**config.mk**
```make
export PLATFORM = sky130hd
export DESIGN_NAME = risc_idecode
export DESIGN_NICKNAME = d
export VERILOG_FILES = /design/src/rtl/risc_pkg.sv /design/src/rtl/risc_hazard.sv /design/src/rtl/risc_idecode.sv
export SDC_FILE = /design/constraint.sdc
export NUM_CORES = 1
export LEC_CHECK = 0
export CAP_MARGIN = 15
export CORE_MARGIN = 5
export CORE_UTILIZATION = 44
export CTS_CLUSTER_SIZE = 24
export DETAILED_ROUTE_END_ITERATION = 8
export GPL_ROUTABILITY_DRIVEN = 0
export PLACE_DENSITY_LB_ADDON = 0.12
export SETUP_SLACK_MARGIN = 0.15
export SLEW_MARGIN = 20
export SYNTH_ARGS = -nofsm -noshare
export SYNTH_HDL_FRONTEND = slang
export SYNTH_HIERARCHICAL = 1
export SYNTH_SLANG_ARGS = --single-unit
```
**constraint.sdc**
```tcl
create_clock -name clk -period 2.16 [get_ports clk]
set_input_delay 0.324 -clock clk [delete_from_list [all_inputs] [get_ports clk]]
set_output_delay 0.324 -clock clk [all_outputs]
set_load 0.005 [all_outputs]
```
**src/rtl/risc_pkg.sv**
```systemverilog
// Shared ISA definitions for the decoder and execution unit: opcodes, FSM states,
// instruction field positions and register read-set helpers.
package risc_pkg;

    typedef enum logic [3:0] {
        OpNop = 4'h0, OpAdd = 4'h1, OpSub = 4'h2, OpAnd = 4'h3,
        OpOr  = 4'h4, OpXor = 4'h5, OpInc = 4'h6, OpDec = 4'h7,
        OpNot = 4'h8, OpNeg = 4'h9, OpShr = 4'hA, OpShl = 4'hB,
        OpRor = 4'hC, OpRol = 4'hD, OpLd  = 4'hE, OpSt  = 4'hF
    } opcode_e;

    typedef enum logic [1:0] {
        StIdle  = 2'd0,
        StRun   = 2'd1,
        StStall = 2'd2,
        StHalt  = 2'd3
    } state_e;

    localparam int unsigned OpcodeHi = 15;
    localparam int unsigned OpcodeLo = 12;
    localparam int unsigned DstHi    = 11;
    localparam int unsigned DstLo    = 9;
    localparam int unsigned OpndaHi  = 8;
    localparam int unsigned OpndaLo  = 6;
    localparam int unsigned OpndbHi  = 5;
    localparam int unsigned OpndbLo  = 3;
    localparam int unsigned DmaddrHi = 3;
    localparam int unsigned DmaddrLo = 0;

    localparam logic [3:0] PcLast = 4'hF;

    // Decoded instruction as presented to the execution unit
    typedef struct packed {
        logic [3:0] opcode;
        logic [2:0] dst;
        logic [2:0] opnda;
        logic [2:0] opndb;
        logic [3:0] dmaddr;
    } issue_t;

    function automatic issue_t decode(logic [15:0] instr);
        issue_t d;
        d.opcode = instr[OpcodeHi:OpcodeLo];
        d.dst    = instr[DstHi:DstLo];
        d.opnda  = instr[OpndaHi:OpndaLo];
        d.opndb  = instr[OpndbHi:OpndbLo];
        d.dmaddr = instr[DmaddrHi:DmaddrLo];
        return d;
    endfunction

    function automatic logic reads_opnda(logic [3:0] op);
        return (op != OpNop) && (op != OpLd);
    endfunction

    function automatic logic reads_opndb(logic [3:0] op);
        return (op >= OpAdd) && (op <= OpXor);
    endfunction

endpackage

```
**src/rtl/risc_hazard.sv**
```systemverilog
// Load-use hazard detector: flags an incoming instruction that reads the
// destination of a load currently held in the issue registers.
module risc_hazard
    import risc_pkg::*;
(
    input  logic [3:0]  reg_opcode,
    input  logic [2:0]  reg_dst,
    input  logic [15:0] instr,
    output logic        stall
);

    issue_t in_dec;
    logic   hit_a;
    logic   hit_b;

    assign in_dec = decode(instr);
    assign hit_a  = reads_opnda(in_dec.opcode) && (in_dec.opnda == reg_dst);
    assign hit_b  = reads_opndb(in_dec.opcode) && (in_dec.opndb == reg_dst);
    assign stall  = (reg_opcode == OpLd) && (hit_a || hit_b);

endmodule

```
**src/rtl/risc_idecode.sv**
```systemverilog
// Instruction fetch/decode stage: walks a 16-entry program once per start,
// issuing registered decode fields and inserting one bubble on load-use hazards.
module risc_idecode
    import risc_pkg::*;
(
    input  logic        clk,
    input  logic        rst_n,
    input  logic        start,
    input  logic [15:0] imem_data,
    output logic [3:0]  imem_addr,
    output logic [3:0]  opcode,
    output logic [2:0]  dstin,
    output logic [2:0]  opnda_addr,
    output logic [2:0]  opndb_addr,
    output logic [3:0]  dmaddrin,
    output logic        busy,
    output logic [7:0]  issue_cnt
);

    state_e     state_q;
    logic [3:0] pc_q;
    issue_t     issue_q;
    logic [7:0] cnt_q;
    logic       stall;

    risc_hazard u_hazard (
        .reg_opcode (issue_q.opcode),
        .reg_dst    (issue_q.dst),
        .instr      (imem_data),
        .stall      (stall)
    );

    always_ff @(posedge clk or negedge rst_n) begin
        if (!rst_n) begin
            state_q <= StIdle;
            pc_q    <= 4'd0;
            issue_q <= '0;
            cnt_q   <= 8'd0;
        end else begin
            case (state_q)
                StIdle, StHalt: begin
                    issue_q <= '0;
                    if (start) begin
                        pc_q    <= 4'd0;
                        state_q <= StRun;
                    end
                end
                StRun, StStall: begin
                    // A stall bubble can only follow a real issue, so STALL never re-stalls
                    if ((state_q == StRun) && stall) begin
                        issue_q <= '0;
                        state_q <= StStall;
                    end else begin
                        issue_q <= decode(imem_data);
                        if (cnt_q != 8'hFF) begin
                            cnt_q <= cnt_q + 8'd1;
                        end
                        if (pc_q == PcLast) begin
                            state_q <= StHalt;
                        end else begin
                            pc_q    <= pc_q + 4'd1;
                            state_q <= StRun;
                        end
                    end
                end
                default: state_q <= StIdle;
            endcase
        end
    end

    assign imem_addr  = pc_q;
    assign opcode     = issue_q.opcode;
    assign dstin      = issue_q.dst;
    assign opnda_addr = issue_q.opnda;
    assign opndb_addr = issue_q.opndb;
    assign dmaddrin   = issue_q.dmaddr;
    assign busy       = (state_q == StRun) || (state_q == StStall);
    assign issue_cnt  = cnt_q;

endmodule

```
==> metrics.txt, run 1 <==
run status=complete, no violations; post-detailed-route DRC marker count=0; number of buffers inserted by port buffering=48; ratio of cells with drive above 1 in the final layout=roughly 11%; endpoint of the worst-slack reg-to-reg timing path=issue_cnt[1]$_DFFE_PN0P_; setup repair after global routing missed its margin=false; via total after detailed routing=1,102; number of inserted filler cells in the final layout=around 270; number of setup buffers added after CTS=0; num ports=49; CP max stage cell=sky130_fd_sc_hd__clkdlybuf4s50_1; static power due to leakage=around 0.82 nW; sum of negative setup slack=0 ps; DRT Pass-1 Iters=4; Worst Path Class, Setup=register to output pin; Final Routed Wirelength=2850 µm; post-synthesis sequential area ratio=a little over half; fmax=518 MHz; buffer depth of the longest clock path=2; gr ovfl total=0; R2R Setup Slk=~420 ps; effective utilization at floorplan=45.6%; n_diodes=0; area grow syn2layout=43.1%; Critical Path Sink Type=output pin; Primary FF master, synth=sky130_fd_sc_hd__dfrtp_1; Synth top cells by count=sky130_fd_sc_hd__dfrtp_1, sky130_fd_sc_hd__and2_1, sky130_fd_sc_hd__xnor2_1, sky130_fd_sc_hd__a21oi_1, sky130_fd_sc_hd__nand2_1; initial antenna violation count=0; Worst Hold Margin=387 ps; longest individual stage delay on the worst path=approximately 500 ps; biggest area contributors in the synthesized netlist=sky130_fd_sc_hd__dfrtp_1, sky130_fd_sc_hd__and2_1, sky130_fd_sc_hd__xnor2_1; post-synth top area share=54.0%; number of flops mapped to enable cells by yosys=0; Warnings, synthesis=6; total global-route track usage=15.3%; Data arrival, critical path=1610 ps; worst rel slew slack=between 70% and 80%; detailed-route vias per instance=a little over 5; max-cap viol count=0; Routed Antenna Nets=0; leading area contributor after synthesis=sky130_fd_sc_hd__dfrtp_1; clock tree from TritonCTS=done; Clock transition at path regs=80 ps; Synth Area per Inst=~12 µm²; most frequent cell after synthesis=sky130_fd_sc_hd__dfrtp_1; number of buffers inserted during clock tree synthesis=5; Core ar.=roughly 0.003 mm²; maximum level of the CTS H-tree=2; Worst Tran Pin Value=362 ps; async set-or-reset flop fraction in the synthesized netlist=100%; unique cell type count in the Yosys netlist=37; vias in the first global route=1,120; DPL Wire Length=between 2000 and 2500 µm; startpoint kind of the worst setup timing path=register; highest fanout seen on the critical path=12; Worst-Skew Late Latency=320 ps; count of standard-cell rows=20; CTS Hold Buffers Added=0; Horiz. Die Dim=66.2 µm; synthesized net count=140; power density relative to cell area=1160 mW/mm²; clk_skew=3.90 ps; DIE AREA=0.00439 mm²; min Tclk post-route=1930 ps; final count of hold timing violations=0; global-route wire length before repair=5050 µm; depth of the worst register-to-register path=6; cells resized by post-CTS repair=3; count of clock tree sinks=30; Die Span Y=66.2 µm; synthesized area=0.00139 mm²; buffering stage count on the worst path with inverters included=2; Min-Delay Path Class=input pin to asynchronous set/reset pin; cell chosen for the clock root=sky130_fd_sc_hd__clkbuf_4; number of max-slew violations in the final report=0; Setup Viol. Count Final=0; DR WL/cell=13.1 µm; maximum vdd drop=0.649 mV; post-synthesis instance total=118; First DRT Iteration DRCs=54; share of the cycle needed by the critical path after routing=89.3%; pin count of the biggest net entering global routing=31; family of cells with the greatest summed delay on the critical path=buffers and inverters; worst reg2reg startpoint=dstin[1]$_DFF_PN0_; synthesis-stage register bit count=30; worst-path cell chain=ha_4 > inv_2 > clkdlybuf4s50_1; Req. time, crit path=about 1800 ps; net total in the final layout=195
==> cell usage in the layout, fill, tap and decap left out, drive strengths merged, types with 2 or more instances in the layout <==
cell type and n:
a21oi 8, and2 16, and3 3, buf 4
clkbuf 7, clkdlybuf4s50 48, dfrtp 30, ha 3
inv 4, mux2 2, nand2 6, nand3 3
nand4 3, nand4b 2, nor2 3, nor3 2
nor3b 2, o21ai 2, o22ai 2, xnor2 10
xor2 2
==> area by class of cell <==
class	instances	area, µm²	area share (%)
Multi-Input combinational cell	80	614	30.9
Clock buffer	7	45.0	2.26
Sequential cell	30	751	37.7
Timing Repair Buffer	52	510	25.6
Tap cell	44	55.1	2.77
Inverter	4	15.0	0.754
==> per-stage QoR <==
step | setup slack (ps) | std cells | util [%] | power (W) | instance area, µm²
6_report | 231 | 217 | 65.2 | 0.00232 | 1990
3_5_place_dp | 8.01 | 210 | 63.3 | 0.00202 | 1930
4_1_cts | 209 | 217 | 65.2 | 0.00235 | 1990
3_3_place_gp | 57.6 | 210 | 63.3 | 0.00199 | 1930
2_1_floorplan | 481 | 118 | - | 0.00147 | 1390
5_1_grt | 151 | 217 | 65.2 | 0.00252 | 1990
==> flip-flops by register name, indices dropped and copies added, names as in the netlist <==
signal / count
opndb_addr: 3
issue_cnt: 8
state_q: 2
opnda_addr: 3
dstin: 3
dmaddrin: 3
imem_addr: 4
opcode: 4
==> worst register-to-register path, delay by kind of cell (launching register included) <==
| family | cells | cell delay, ps |
|---|---|---|
| AOI/OAI and AO/OA | 3 | 570 |
| DFF | 1 | 420 |
| and+or+nand+nor | 1 | 130 |
| muxes | 1 | 330 |
| xor gates and xnor gates | 1 | 180 |
==> worst max-delay path by stage <==
stage	from	endpoint	slack, ps	depth (start not counted)
after floorplan	dstin[1]$_DFF_PN0_	issue_cnt[1]$_DFFE_PN0P_	480	6
after global placement	imem_data[14]	issue_cnt[1]$_DFFE_PN0P_	60	7
after detailed placement	imem_data[14]	issue_cnt[7]$_DFFE_PN0P_	8	7
after CTS	state_q[0]$_DFFE_PN0P_	busy	210	3
after global routing	state_q[1]$_DFFE_PN0P_	busy	150	4
final	state_q[0]$_DFFE_PN0P_	busy	230	3
==> logic make-up after synthesis <==
kind of cell	Yosys count	synth area share (%)
XOR/XNOR	12	7.55
adder cells (fa/ha/maj)	3	2.70
AND/OR/NAND/NOR	43	20.4
AO/OA/AOI/OAI	19	10.3
buffers and inverters	8	2.79
flip-flops	30	54.0
multiplexers	3	2.34
==> power breakdown <==
part / total [W] / internal (W) / switching [W] / leakage, nW
clock: 0.000293 / 0.000122 / 0.000171 / 0.0254
combinational: 0.00106 / 0.000657 / 0.000405 / 0.444
sequential: 0.000960 / 0.000758 / 0.000202 / 0.356
total: 0.00232 / 0.00154 / 0.000778 / 0.825
==> metal layers <==
metal | GRT usage, % | share of wire (%) | vias to the layer above
li1 | - | - | 529
met1 | 17.8 | 40 | 535
met2 | 24.9 | 51 | 31
met3 | 6.29 | 6.4 | 7
met4 | 6.35 | 2.2 | 0
met5 | 0 | 0 | -
Power figures use the tool's default switching activity.
==> run 2: changes to the inputs <==
Settings changed: CORE_UTILIZATION 44 to 46, CTS_BUF_LIST from default to sky130_fd_sc_hd__clkbuf_4 sky130_fd_sc_hd__clkbuf_8, SKIP_LAST_GASP from default to 1.
==> metrics.txt, run 2 (synthesized netlist as in run 1, its figures left out) <==
Final Routed Wirelength=3060 µm; final count of hold timing violations=0; clk_skew=about 4.1 ps; Req. time, crit path=1840 ps; post-route cell area=0.00200 mm²; total area of multi-input combinational cells=~610 µm²; cell chosen for the clock root=sky130_fd_sc_hd__clkbuf_4; pin count of the biggest net entering global routing=31; number of flip-flops under the largest register name=8; net total in the final layout=196; Critical Path Sink Type=output pin; buffer depth of the longest clock path=2; count of clock tree sinks=30; depth of the worst register-to-register path=7; Routed Antenna Nets=0; maximum level of the CTS H-tree=2; vias in the first global route=~1,100; highest fanout seen on the critical path=12; detailed-route vias per instance=5.38; post-detailed-route DRC marker count=0; worst-path cell chain=inv_2 > ha_4 > inv_2 > clkdlybuf4s50_1; worst rel slew slack=75.2%; DIE AREA=approximately 0.0042 mm²; Clock transition at path regs=90 ps; sum of negative setup slack=0 ps; longest individual stage delay on the worst path=490 ps; startpoint kind of the worst setup timing path=register; gr ovfl total=0; effective utilization at floorplan=46.7%; instance area at placement=roughly 0.0019 mm²; area of all sequential standard cells=751 µm²; CP max stage cell=sky130_fd_sc_hd__clkdlybuf4s50_1; fmax=517 MHz; total global-route track usage=16.5%; commonest non-fill, non-tap cell in the layout=sky130_fd_sc_hd__clkdlybuf4s50_1; clock tree from TritonCTS=done; Worst Hold Margin=368 ps; initial antenna violation count=0; DRT Pass-1 Iters=4; total chip power=0.00240 W; count of standard-cell rows=20; Worst-Skew Late Latency=330 ps; number of buffers inserted during clock tree synthesis=5; share of the cycle needed by the critical path after routing=89.6%; DR WL/cell=14.7 µm; Horiz. Die Dim=approximately 65 µm; placed cells=a little under 200; min Tclk post-route=1940 ps; Setup Viol. Count Final=0; max-cap viol count=0; power density relative to cell area=1200 mW/mm²; Die Span Y=65.0 µm; number of buffers inserted by port buffering=48; number of max-slew violations in the final report=0; n_diodes=0; number of inserted filler cells in the final layout=253; First DRT Iteration DRCs=62; Worst Path Class, Setup=register to output pin; run status=complete, no violations; static power due to leakage=0.844 nW; crit-path most repeated cell=sky130_fd_sc_hd__inv_2; maximum vdd drop=0.685 mV; Min-Delay Path Class=input pin to asynchronous set/reset pin; DPL Wire Length=2230 µm; area grow syn2layout=44.0%; Core ar.=roughly 0.0030 mm²; Data arrival, critical path=1610 ps; commonest non-fill, non-tap cells in the layout=sky130_fd_sc_hd__clkdlybuf4s50_1, sky130_fd_sc_hd__dfrtp_1, sky130_fd_sc_hd__and2_1; Worst Tran Pin Value=372 ps; ratio of cells with drive above 1 in the final layout=a little over an eighth; global-route wire length before repair=5220 µm; via total after detailed routing=1,118; setup repair after global routing missed its margin=false; post-layout instance count excluding filler cells=208; num ports=49
[run 2: changes by cell type in the layout (fill, tap and decap cells not counted), sizes merged]
cell	change
buf	+1
clkinv	+1
[run 2: final cells by class]
class | instances | area share (%)
Clock buffer | 7 | 2.94
Tap cell | 33 | 2.06
Clock inverter | 1 | 0.250
Sequential cell | 30 | 37.5
Multi-Input combinational cell | 80 | 30.7
Inverter | 4 | 0.750
Timing Repair Buffer | 53 | 25.9
[run 2: final timing paths]
| path | startpoint | endpoint | slack [ps] |
|---|---|---|---|
| worst max register to register | dstin[2]$_DFF_PN0_ | issue_cnt[6]$_DFFE_PN0P_ | 440 |
| max in group asynchronous | rst_n | dstin[0]$_DFF_PN0_ | 1510 |
| worst min register to register | issue_cnt[5]$_DFFE_PN0P_ | issue_cnt[5]$_DFFE_PN0P_ | 560 |
| worst min-delay path | rst_n | dmaddrin[0]$_DFF_PN0_ | 370 |
| min in group clk | imem_data[9] | dstin[0]$_DFF_PN0_ | 550 |
| worst max-delay path | state_q[1]$_DFFE_PN0P_ | busy | 220 |
[run 2: repair_timing]
action / CTS / global route
gates resized for setup: 2 / 2
pin swaps: 0 / 1
endpoints found under the setup margin: 1 / 1
hold buffers: 0 / 0
buffers inserted: 0 / 1
[run 2: power by group]
group / leakage [nW] / switching (W) / total, W / internal [W]
Clock: 0.0387 / 0.000188 / 0.000357 / 0.000170
Sequential: 0.356 / 0.000199 / 0.000957 / 0.000758
Combinational: 0.450 / 0.000422 / 0.00109 / 0.000667
Total: 0.844 / 0.000809 / 0.00240 / 0.00159
[run 2: per-layer routing]
metal / global-route usage (%) / vias up / routed length, µm
met5: 0 / - / 0
met4: 9.50 / 0 / 35
met3: 4.33 / 6 / 210
met2: 29.4 / 40 / 1660
met1: 17.4 / 542 / 1150
li1: - / 530 / -
[run 2: per-stage QoR]
stage,util (%),setup WS (ps)
finish,67.3,224
floorplan,-,481
global route,67.3,145
global placement,64.5,76.8
detailed placement,64.5,60.2
CTS,67.0,163
[run 2: worst max-delay path: cells and delay by family, from the launching register on]
family	cells	cell delay [ps]
flip-flops	1	400
adder cells (fa/ha/maj)	1	240
buffers and inverters	3	640
